$ cat config.mk
export PLATFORM = sky130hd
export DESIGN_NAME = uart_controller
export DESIGN_NICKNAME = d
export VERILOG_FILES = /design/src/rtl/uart_controller.sv
export SDC_FILE = /design/constraint.sdc
export NUM_CORES = 1
export LEC_CHECK = 0
export ABC_AREA = 1
export BUFFER_PORTS_ARGS = -buffer_cell sky130_fd_sc_hd__clkbuf_2
export CAP_MARGIN = 30
export CORE_MARGIN = 2
export CORE_UTILIZATION = 35
export CTS_CLUSTER_DIAMETER = 200
export DETAILED_ROUTE_END_ITERATION = 10
export MAX_ROUTING_LAYER = met4
export PLACE_DENSITY_LB_ADDON = 0.2
export SKIP_LAST_GASP = 1
export SLEW_MARGIN = 30
export SYNTH_ARGS = -nofsm -noshare
export SYNTH_HDL_FRONTEND = slang
export SYNTH_SLANG_ARGS = --single-unit
$ cat constraint.sdc
create_clock -name clk -period 2.1 [get_ports clk]
set_input_delay 0.315 -clock clk [delete_from_list [all_inputs] [get_ports clk]]
set_output_delay 0.315 -clock clk [all_outputs]
set_load 0.01 [all_outputs]
$ cat src/rtl/uart_controller.sv
// -----------------------------------------------------------------------------
// uart_controller
//   Data-bus slave for the UART window. It holds a buffered 8N1 transmitter and
//   receiver, a DATA register (TX push / RX pop) and a STATUS register.
//
//   Register map (address[3:2]):
//     0 DATA   : read  -> {24'b0, RX head}, pops the head
//                write -> pushes data_wr[7:0] into the TX FIFO (mask[0])
//     1 STATUS : read  -> {27'b0, frame_err, rx_overrun, tx_idle, rx_valid, tx_ready}
//                write -> data_wr[3] clears rx_overrun, data_wr[4] clears frame_err
//     2,3      : read 0, writes ignored
//
//   Ports:
//     clk      system clock, all logic on its rising edge
//     rst      synchronous active-high reset
//     read     bus read request
//     write    bus write request (wins over read when both are high)
//     address  byte address, only bits [3:2] decoded
//     data_wr  write data
//     mask     byte enables, only mask[0] used
//     data_rd  combinational read data, zero when read is low
//     stall    combinational, high while a DATA write finds the TX FIFO full
//     txd      serial output, idle high
//     rxd      serial input, asynchronous to clk
//
//   Optional build macro UART_LOOPBACK_EN: the receiver listens to the internal
//   txd instead of the rxd pin; txd is still driven to the pin.
// -----------------------------------------------------------------------------
module uart_controller #(
    parameter int CLKS_PER_BIT  = 347,
    parameter int TX_FIFO_DEPTH = 8,
    parameter int RX_FIFO_DEPTH = 8
) (
    input  logic        clk,
    input  logic        rst,
    input  logic        read,
    input  logic        write,
    input  logic [31:0] address,
    input  logic [31:0] data_wr,
    input  logic [3:0]  mask,
    output logic [31:0] data_rd,
    output logic        stall,
    output logic        txd,
    input  logic        rxd
);

    localparam int TX_AW = $clog2(TX_FIFO_DEPTH);
    localparam int RX_AW = $clog2(RX_FIFO_DEPTH);
    localparam int CW    = $clog2(CLKS_PER_BIT);

    localparam logic [CW-1:0]    CNT_ZERO = {CW{1'b0}};
    localparam logic [CW-1:0]    CNT_ONE  = {{(CW-1){1'b0}}, 1'b1};
    localparam logic [CW-1:0]    CNT_LAST = CW'(CLKS_PER_BIT - 1);
    localparam logic [CW-1:0]    CNT_HALF = CW'(CLKS_PER_BIT / 2 - 1);
    localparam logic [TX_AW:0]   TX_PTR_ONE = {{TX_AW{1'b0}}, 1'b1};
    localparam logic [RX_AW:0]   RX_PTR_ONE = {{RX_AW{1'b0}}, 1'b1};

    typedef enum logic [1:0] {
        ST_IDLE  = 2'd0,
        ST_START = 2'd1,
        ST_DATA  = 2'd2,
        ST_STOP  = 2'd3
    } uart_state_t;

    // ---------------------------------------------------------------- bus decode
    logic sel_data_s;
    logic sel_status_s;
    logic tx_push_s;
    logic rx_pop_s;
    logic status_wr_s;

    // ---------------------------------------------------------------- TX FIFO
    logic [7:0]     tx_mem_r [TX_FIFO_DEPTH];
    logic [TX_AW:0] tx_wptr_r;
    logic [TX_AW:0] tx_rptr_r;
    logic           tx_empty_s;
    logic           tx_full_s;
    logic [7:0]     tx_head_s;
    logic           tx_pop_s;

    // ---------------------------------------------------------------- RX FIFO
    logic [7:0]     rx_mem_r [RX_FIFO_DEPTH];
    logic [RX_AW:0] rx_wptr_r;
    logic [RX_AW:0] rx_rptr_r;
    logic           rx_empty_s;
    logic           rx_full_s;
    logic [7:0]     rx_head_s;
    logic           rx_push_s;

    // ---------------------------------------------------------------- TX FSM
    uart_state_t tx_state_r, tx_state_nx_s;
    logic [CW-1:0] tx_cnt_r, tx_cnt_nx_s;
    logic [2:0]    tx_bit_r, tx_bit_nx_s;
    logic [7:0]    tx_shift_r, tx_shift_nx_s;
    logic          txd_r, txd_nx_s;

    // ---------------------------------------------------------------- RX FSM
    uart_state_t rx_state_r, rx_state_nx_s;
    logic [CW-1:0] rx_cnt_r, rx_cnt_nx_s;
    logic [2:0]    rx_bit_r, rx_bit_nx_s;
    logic [7:0]    rx_shift_r, rx_shift_nx_s;
    logic          rx_line_s;
    logic          rxd_meta_r;
    logic          rxd_sync_r;
    logic          rxd_prev_r;
    logic          set_ovr_s;
    logic          set_ferr_s;

    // ---------------------------------------------------------------- status
    logic        ovr_r;
    logic        ferr_r;
    logic [31:0] status_s;
    logic        unused_bits_s;

    assign sel_data_s   = (address[3:2] == 2'd0);
    assign sel_status_s = (address[3:2] == 2'd1);

    // stall and push both use the pre-edge full flag, so a pop by the shifter
    // in the same cycle never lets a stalled write slip through early.
    assign stall       = write & sel_data_s & mask[0] & tx_full_s;
    assign tx_push_s   = write & sel_data_s & mask[0] & ~tx_full_s;
    // A simultaneous write takes priority, so a read only pops when write is low.
    assign rx_pop_s    = read & ~write & sel_data_s & ~rx_empty_s;
    assign status_wr_s = write & sel_status_s & mask[0];

    assign tx_empty_s = (tx_wptr_r == tx_rptr_r);
    assign tx_full_s  = (tx_wptr_r[TX_AW] != tx_rptr_r[TX_AW]) &&
                        (tx_wptr_r[TX_AW-1:0] == tx_rptr_r[TX_AW-1:0]);
    assign tx_head_s  = tx_mem_r[tx_rptr_r[TX_AW-1:0]];

    assign rx_empty_s = (rx_wptr_r == rx_rptr_r);
    assign rx_full_s  = (rx_wptr_r[RX_AW] != rx_rptr_r[RX_AW]) &&
                        (rx_wptr_r[RX_AW-1:0] == rx_rptr_r[RX_AW-1:0]);
    assign rx_head_s  = rx_mem_r[rx_rptr_r[RX_AW-1:0]];

    assign txd = txd_r;

`ifdef UART_LOOPBACK_EN
    assign rx_line_s     = txd_r;
    assign unused_bits_s = ^{address[31:4], address[1:0], data_wr[31:8], mask[3:1], rxd};
`else
    assign rx_line_s     = rxd;
    assign unused_bits_s = ^{address[31:4], address[1:0], data_wr[31:8], mask[3:1]};
`endif

    assign status_s = {27'd0, ferr_r, ovr_r,
                       (tx_empty_s & (tx_state_r == ST_IDLE)),
                       ~rx_empty_s, ~tx_full_s};

    // Read data mux; an empty RX FIFO reads as zero.
    always_comb begin
        data_rd = 32'd0;
        if (read) begin
            case (address[3:2])
                2'd0: begin
                    if (rx_empty_s) begin
                        data_rd = 32'd0;
                    end else begin
                        data_rd = {24'd0, rx_head_s};
                    end
                end
                2'd1:    data_rd = status_s;
                default: data_rd = 32'd0;
            endcase
        end else begin
            data_rd = 32'd0;
        end
    end

    // TX FIFO storage.
    always_ff @(posedge clk) begin
        if (tx_push_s) begin
            tx_mem_r[tx_wptr_r[TX_AW-1:0]] <= data_wr[7:0];
        end
    end

    // TX FIFO pointers; push and pop may happen in the same cycle.
    always_ff @(posedge clk) begin
        if (rst) begin
            tx_wptr_r <= {(TX_AW+1){1'b0}};
            tx_rptr_r <= {(TX_AW+1){1'b0}};
        end else begin
            if (tx_push_s) tx_wptr_r <= tx_wptr_r + TX_PTR_ONE;
            if (tx_pop_s)  tx_rptr_r <= tx_rptr_r + TX_PTR_ONE;
        end
    end

    // TX next-state logic; txd is computed one cycle ahead and registered.
    always_comb begin
        tx_state_nx_s = tx_state_r;
        tx_cnt_nx_s   = tx_cnt_r;
        tx_bit_nx_s   = tx_bit_r;
        tx_shift_nx_s = tx_shift_r;
        txd_nx_s      = txd_r;
        tx_pop_s      = 1'b0;
        case (tx_state_r)
            ST_IDLE: begin
                txd_nx_s = 1'b1;
                if (!tx_empty_s) begin
                    tx_pop_s      = 1'b1;
                    tx_shift_nx_s = tx_head_s;
                    tx_state_nx_s = ST_START;
                    tx_cnt_nx_s   = CNT_ZERO;
                    txd_nx_s      = 1'b0;
                end else begin
                    tx_state_nx_s = ST_IDLE;
                end
            end
            ST_START: begin
                if (tx_cnt_r == CNT_LAST) begin
                    tx_state_nx_s = ST_DATA;
                    tx_cnt_nx_s   = CNT_ZERO;
                    tx_bit_nx_s   = 3'd0;
                    txd_nx_s      = tx_shift_r[0];
                end else begin
                    tx_cnt_nx_s = tx_cnt_r + CNT_ONE;
                end
            end
            ST_DATA: begin
                if (tx_cnt_r == CNT_LAST) begin
                    tx_cnt_nx_s = CNT_ZERO;
                    if (tx_bit_r == 3'd7) begin
                        tx_state_nx_s = ST_STOP;
                        txd_nx_s      = 1'b1;
                    end else begin
                        tx_bit_nx_s   = tx_bit_r + 3'd1;
                        tx_shift_nx_s = {1'b0, tx_shift_r[7:1]};
                        txd_nx_s      = tx_shift_r[1];
                    end
                end else begin
                    tx_cnt_nx_s = tx_cnt_r + CNT_ONE;
                end
            end
            ST_STOP: begin
                if (tx_cnt_r == CNT_LAST) begin
                    tx_cnt_nx_s = CNT_ZERO;
                    // Chain straight into the next start bit when more data waits.
                    if (!tx_empty_s) begin
                        tx_pop_s      = 1'b1;
                        tx_shift_nx_s = tx_head_s;
                        tx_state_nx_s = ST_START;
                        txd_nx_s      = 1'b0;
                    end else begin
                        tx_state_nx_s = ST_IDLE;
                        txd_nx_s      = 1'b1;
                    end
                end else begin
                    tx_cnt_nx_s = tx_cnt_r + CNT_ONE;
                end
            end
            default: begin
                tx_state_nx_s = ST_IDLE;
                txd_nx_s      = 1'b1;
            end
        endcase
    end

    // TX state register.
    always_ff @(posedge clk) begin
        if (rst) begin
            tx_state_r <= ST_IDLE;
            tx_cnt_r   <= CNT_ZERO;
            tx_bit_r   <= 3'd0;
            tx_shift_r <= 8'd0;
            txd_r      <= 1'b1;
        end else begin
            tx_state_r <= tx_state_nx_s;
            tx_cnt_r   <= tx_cnt_nx_s;
            tx_bit_r   <= tx_bit_nx_s;
            tx_shift_r <= tx_shift_nx_s;
            txd_r      <= txd_nx_s;
        end
    end

    // Two-flop synchroniser plus one delayed copy for falling-edge detection.
    always_ff @(posedge clk) begin
        if (rst) begin
            rxd_meta_r <= 1'b1;
            rxd_sync_r <= 1'b1;
            rxd_prev_r <= 1'b1;
        end else begin
            rxd_meta_r <= rx_line_s;
            rxd_sync_r <= rxd_meta_r;
            rxd_prev_r <= rxd_sync_r;
        end
    end

    // RX next-state logic; samples are taken mid-bit after the half-bit start delay.
    always_comb begin
        rx_state_nx_s = rx_state_r;
        rx_cnt_nx_s   = rx_cnt_r;
        rx_bit_nx_s   = rx_bit_r;
        rx_shift_nx_s = rx_shift_r;
        rx_push_s     = 1'b0;
        set_ovr_s     = 1'b0;
        set_ferr_s    = 1'b0;
        case (rx_state_r)
            ST_IDLE: begin
                if (rxd_prev_r && !rxd_sync_r) begin
                    rx_state_nx_s = ST_START;
                    rx_cnt_nx_s   = CNT_ZERO;
                end else begin
                    rx_state_nx_s = ST_IDLE;
                end
            end
            ST_START: begin
                if (rx_cnt_r == CNT_HALF) begin
                    rx_cnt_nx_s = CNT_ZERO;
                    rx_bit_nx_s = 3'd0;
                    // A line already back high at mid-start is treated as a glitch.
                    if (rxd_sync_r) begin
                        rx_state_nx_s = ST_IDLE;
                    end else begin
                        rx_state_nx_s = ST_DATA;
                    end
                end else begin
                    rx_cnt_nx_s = rx_cnt_r + CNT_ONE;
                end
            end
            ST_DATA: begin
                if (rx_cnt_r == CNT_LAST) begin
                    rx_cnt_nx_s   = CNT_ZERO;
                    rx_shift_nx_s = {rxd_sync_r, rx_shift_r[7:1]};
                    if (rx_bit_r == 3'd7) begin
                        rx_state_nx_s = ST_STOP;
                    end else begin
                        rx_bit_nx_s = rx_bit_r + 3'd1;
                    end
                end else begin
                    rx_cnt_nx_s = rx_cnt_r + CNT_ONE;
                end
            end
            ST_STOP: begin
                if (rx_cnt_r == CNT_LAST) begin
                    rx_cnt_nx_s   = CNT_ZERO;
                    rx_state_nx_s = ST_IDLE;
                    if (!rxd_sync_r) begin
                        set_ferr_s = 1'b1;
                    end else if (!rx_full_s || rx_pop_s) begin
                        rx_push_s = 1'b1;
                    end else begin
                        set_ovr_s = 1'b1;
                    end
                end else begin
                    rx_cnt_nx_s = rx_cnt_r + CNT_ONE;
                end
            end
            default: begin
                rx_state_nx_s = ST_IDLE;
            end
        endcase
    end

    // RX state register; reset discards any partially received byte.
    always_ff @(posedge clk) begin
        if (rst) begin
            rx_state_r <= ST_IDLE;
            rx_cnt_r   <= CNT_ZERO;
            rx_bit_r   <= 3'd0;
            rx_shift_r <= 8'd0;
        end else begin
            rx_state_r <= rx_state_nx_s;
            rx_cnt_r   <= rx_cnt_nx_s;
            rx_bit_r   <= rx_bit_nx_s;
            rx_shift_r <= rx_shift_nx_s;
        end
    end

    // RX FIFO storage.
    always_ff @(posedge clk) begin
        if (rx_push_s) begin
            rx_mem_r[rx_wptr_r[RX_AW-1:0]] <= rx_shift_r;
        end
    end

    // RX FIFO pointers.
    always_ff @(posedge clk) begin
        if (rst) begin
            rx_wptr_r <= {(RX_AW+1){1'b0}};
            rx_rptr_r <= {(RX_AW+1){1'b0}};
        end else begin
            if (rx_push_s) rx_wptr_r <= rx_wptr_r + RX_PTR_ONE;
            if (rx_pop_s)  rx_rptr_r <= rx_rptr_r + RX_PTR_ONE;
        end
    end

    // Sticky error flags; a set in the same cycle as a clear wins.
    always_ff @(posedge clk) begin
        if (rst) begin
            ovr_r  <= 1'b0;
            ferr_r <= 1'b0;
        end else begin
            if (set_ovr_s)                        ovr_r <= 1'b1;
            else if (status_wr_s && data_wr[3])   ovr_r <= 1'b0;
            if (set_ferr_s)                       ferr_r <= 1'b1;
            else if (status_wr_s && data_wr[4])   ferr_r <= 1'b0;
        end
    end

endmodule
==> run summary <==
Core ar.: 0.0260 mm2
Total Routing Usage GR: 15.5%
crit path buf inv count: 2
Cell Chain, Critical Path: buf_12, nor2_1, nor2_1, o21ai_0, nand3_1, nand4_1, a21oi_2, buf_2
IO Port Bufs: 25
grt peak-use layer: met2
TritonCTS clock tree: done
met2 usage: 23.9%
FF+latch count, synth: 200
slowest stage cell, crit path: dfxtp_4
pwr/cell area: 921 mW/mm2
drt total wl: 20.7 mm
Crit Path Category: flip-flop to output port
crit-path max FO: 12
Mapped Avg Cell Area: 9.07 um2
hpwl dp: 13.8 mm
synth warn: 0
Post-Syn Area: 0.00924 mm2
initial core utilization: 35.5%
layout cells sized above 1: 16.8%
Worst setup EP type: output port
root buf cell: clkbuf_16
pre-CTS WS: 101 ps
most common cell after layout, fill and taps aside: nand2_1
post-synth cell types: 43
R2R cell count: 9
Worst R2R Start: rx_cnt_r[0]
I/O pin count: 107
Leak Pwr: 4.36 nW
drt first pass iters: 4
fin crit share: 103%
Peak VDD IR: 0.000505 V
Max Slew Vio Count: 0
register area share after synthesis: 57.2%
fin worst setup slack: -53.1 ps
Die Area: 0.0277 mm2
maxcap violations: 0
met1 Use GR: 20.8%
CP Depth: 8
clock transition at the registers of the reported paths: 80 ps
area added between synthesis and finish: 16.0%
Final TNS setup: -124 ps
WP data required: 1780 ps
routed length per instance: 14.5 um
Overflow after GRT: 0
Sink Count: 200
Post-CTS Hold Buffers: 0
Routed Antenna Nets: 0
CP Capture Point: data_rd[4]
Worst EP arrival: 1840 ps
RSZ-0062 raised after global routing: yes
setup slack, reg-to-reg: 200 ps
Die Height: 166 um
Final Non-Filler Cells: 1428
violated checks: setup timing
Critical Path Max Stage Delay: 410 ps
most frequent cells in the layout: nand2_1 (255), edfxtp_1 (128), nor2_1 (99), inv_1 (86), nand3_1 (85)
most used cell, CP: nor2_1
critical path launch point type: flip-flop
Worst-Skew Late Latency: 440 ps
htree depth: 4
GP Congestion: 0.798
status: complete, but fails checks
Layout Utilization: 41.2%
DR vias: 6704
DRT iter0 DRCs: 384
# rows: 59
Die W: 166 um
cell family with most CP delay: flip-flops
vias in the first global route: 6181
Final Hold Fails: 0
initial antenna violation count: 1
Clock Tree Buf Depth: 2
Placed Cells incl. Taps: 1386
met3 Use GR: 3.64%
first-pass GRT wire length: 32.8 mm
crit path time final: 2150 ps
pin count of the biggest net entering global routing: 40
nets@finish: 1169
Num CTS Buffers: 17
Setup-failing EPs final: 4
Fmax: 464 MHz
r2r endpoint: rx_mem_r[5][2]
routed vias/inst: 4.69
DRC: 0
Worst Skew: 18.1 ps
Syn Inst Count: 1019
class of the worst hold path: input pin to flip-flop
[worst min path at each step]
stage,from,to,slack (ps),depth (start not counted)
floorplan,rxd_meta_r,rxd_sync_r,390,1
global placement,rxd_meta_r,rxd_sync_r,410,1
detailed placement,rxd_meta_r,rxd_sync_r,400,1
CTS,rxd,rxd_meta_r,50,2
global route,rxd,rxd_meta_r,50,2
finish,rxd,rxd_meta_r,60,2
[worst register-to-register path, stage by stage, from the launching register on]
cell	delay, ps
dfxtp_1	320
inv_1	80
ha_1	150
nand2_1	60
nor2_2	190
nand2_2	100
nor2_4	170
nand3_1	180
nor2_1	130
buf_4	220
[sequential cells by signal, indices dropped and copies added (netlist names), 8 cells and up, named ones only]
name and flops:
rx_mem_r 64, tx_mem_r 64, rx_cnt_r 9, tx_cnt_r 9
rx_shift_r 8, tx_shift_r 8
[cells by family (layout without fill, tap and decap cells)]
group                      Yosys count  after routing  share of synthesized area, %
buffers and inverters              156            205                          7.75
adders and majority gates           18             18                          2.44
and+or+nand+nor                    511            511                          24.5
DFF                                200            200                          57.2
other                                1             26                        0.0406
AOI/OAI and AO/OA                  122            122                          6.94
xor gates and xnor gates            11             11                          1.12
[synth_stat cells, drive strengths merged]
master   number  area (um2)
clkinv        1        3.75
o31ai         1        7.51
ha           18         225
nand3b        2        15.0
nor2        112         480
o22ai         6        37.5
o21ai        53         269
o2111ai       1        8.76
a21oi        56         280
xnor2         2        17.5
dfxtp        72        1440
nor4          1        6.26
nor3          7        45.0
inv          94         353
buf          42         285
a22oi         1        7.51
nand4        22         144
nand2       271        1050
a21boi        1        7.51
conb          1        3.75
xor2          9        86.3
or2           6        37.5
clkbuf       19        73.8
edfxtp      128        3840
nand3        90         483
o211ai        3        22.5
[metal layers]
metal / wire, um / vias to the layer above / part of all wire [%]
li1: - / 3459 / -
met1: 10100 / 3109 / 49
met2: 9450 / 123 / 46
met3: 929 / 13 / 4.5
met4: 198 / 0 / 0.96
met5: 0 / - / 0
[final cells by class]
cell class / count / area [um2]
fillers: 2565 / 15300
flip-flops and latches: 200 / 5310
multi-input cells: 686 / 3390
repair buffers: 78 / 617
clock buffers: 17 / 425
well taps: 335 / 419
inverters: 95 / 359
clock inverters: 15 / 185
diodes: 2 / 5.00
[report_power, final]
| group | total [mW] | internal [mW] | switching, mW |
|---|---|---|---|
| sequential | 4.37 | 4.28 | 0.0928 |
| clock | 3.36 | 1.64 | 1.72 |
| combinational | 2.14 | 0.744 | 1.40 |
[stage by stage]
step | cell area [um2] | power, mW | hold WS, ps
after floorplan | 9320 | 6.03 | 389
after global placement | 9880 | 6.53 | 413
after detailed placement | 9880 | 6.54 | 401
after CTS | 10600 | 9.90 | 45.7
after global routing | 10700 | 10.4 | 49.0
final | 10700 | 9.87 | 58.3
[timing repair]
action / in CTS / in global routing
buffers inserted: 3 / 3
endpoints found under the hold margin: 0 / 0
gates resized for setup: 28 / 21
endpoints found under the setup margin: 8 / 65
gates cloned: 1 / 1
pin swaps: 9 / 13
Note: power is estimated with default switching activity, not from simulation.
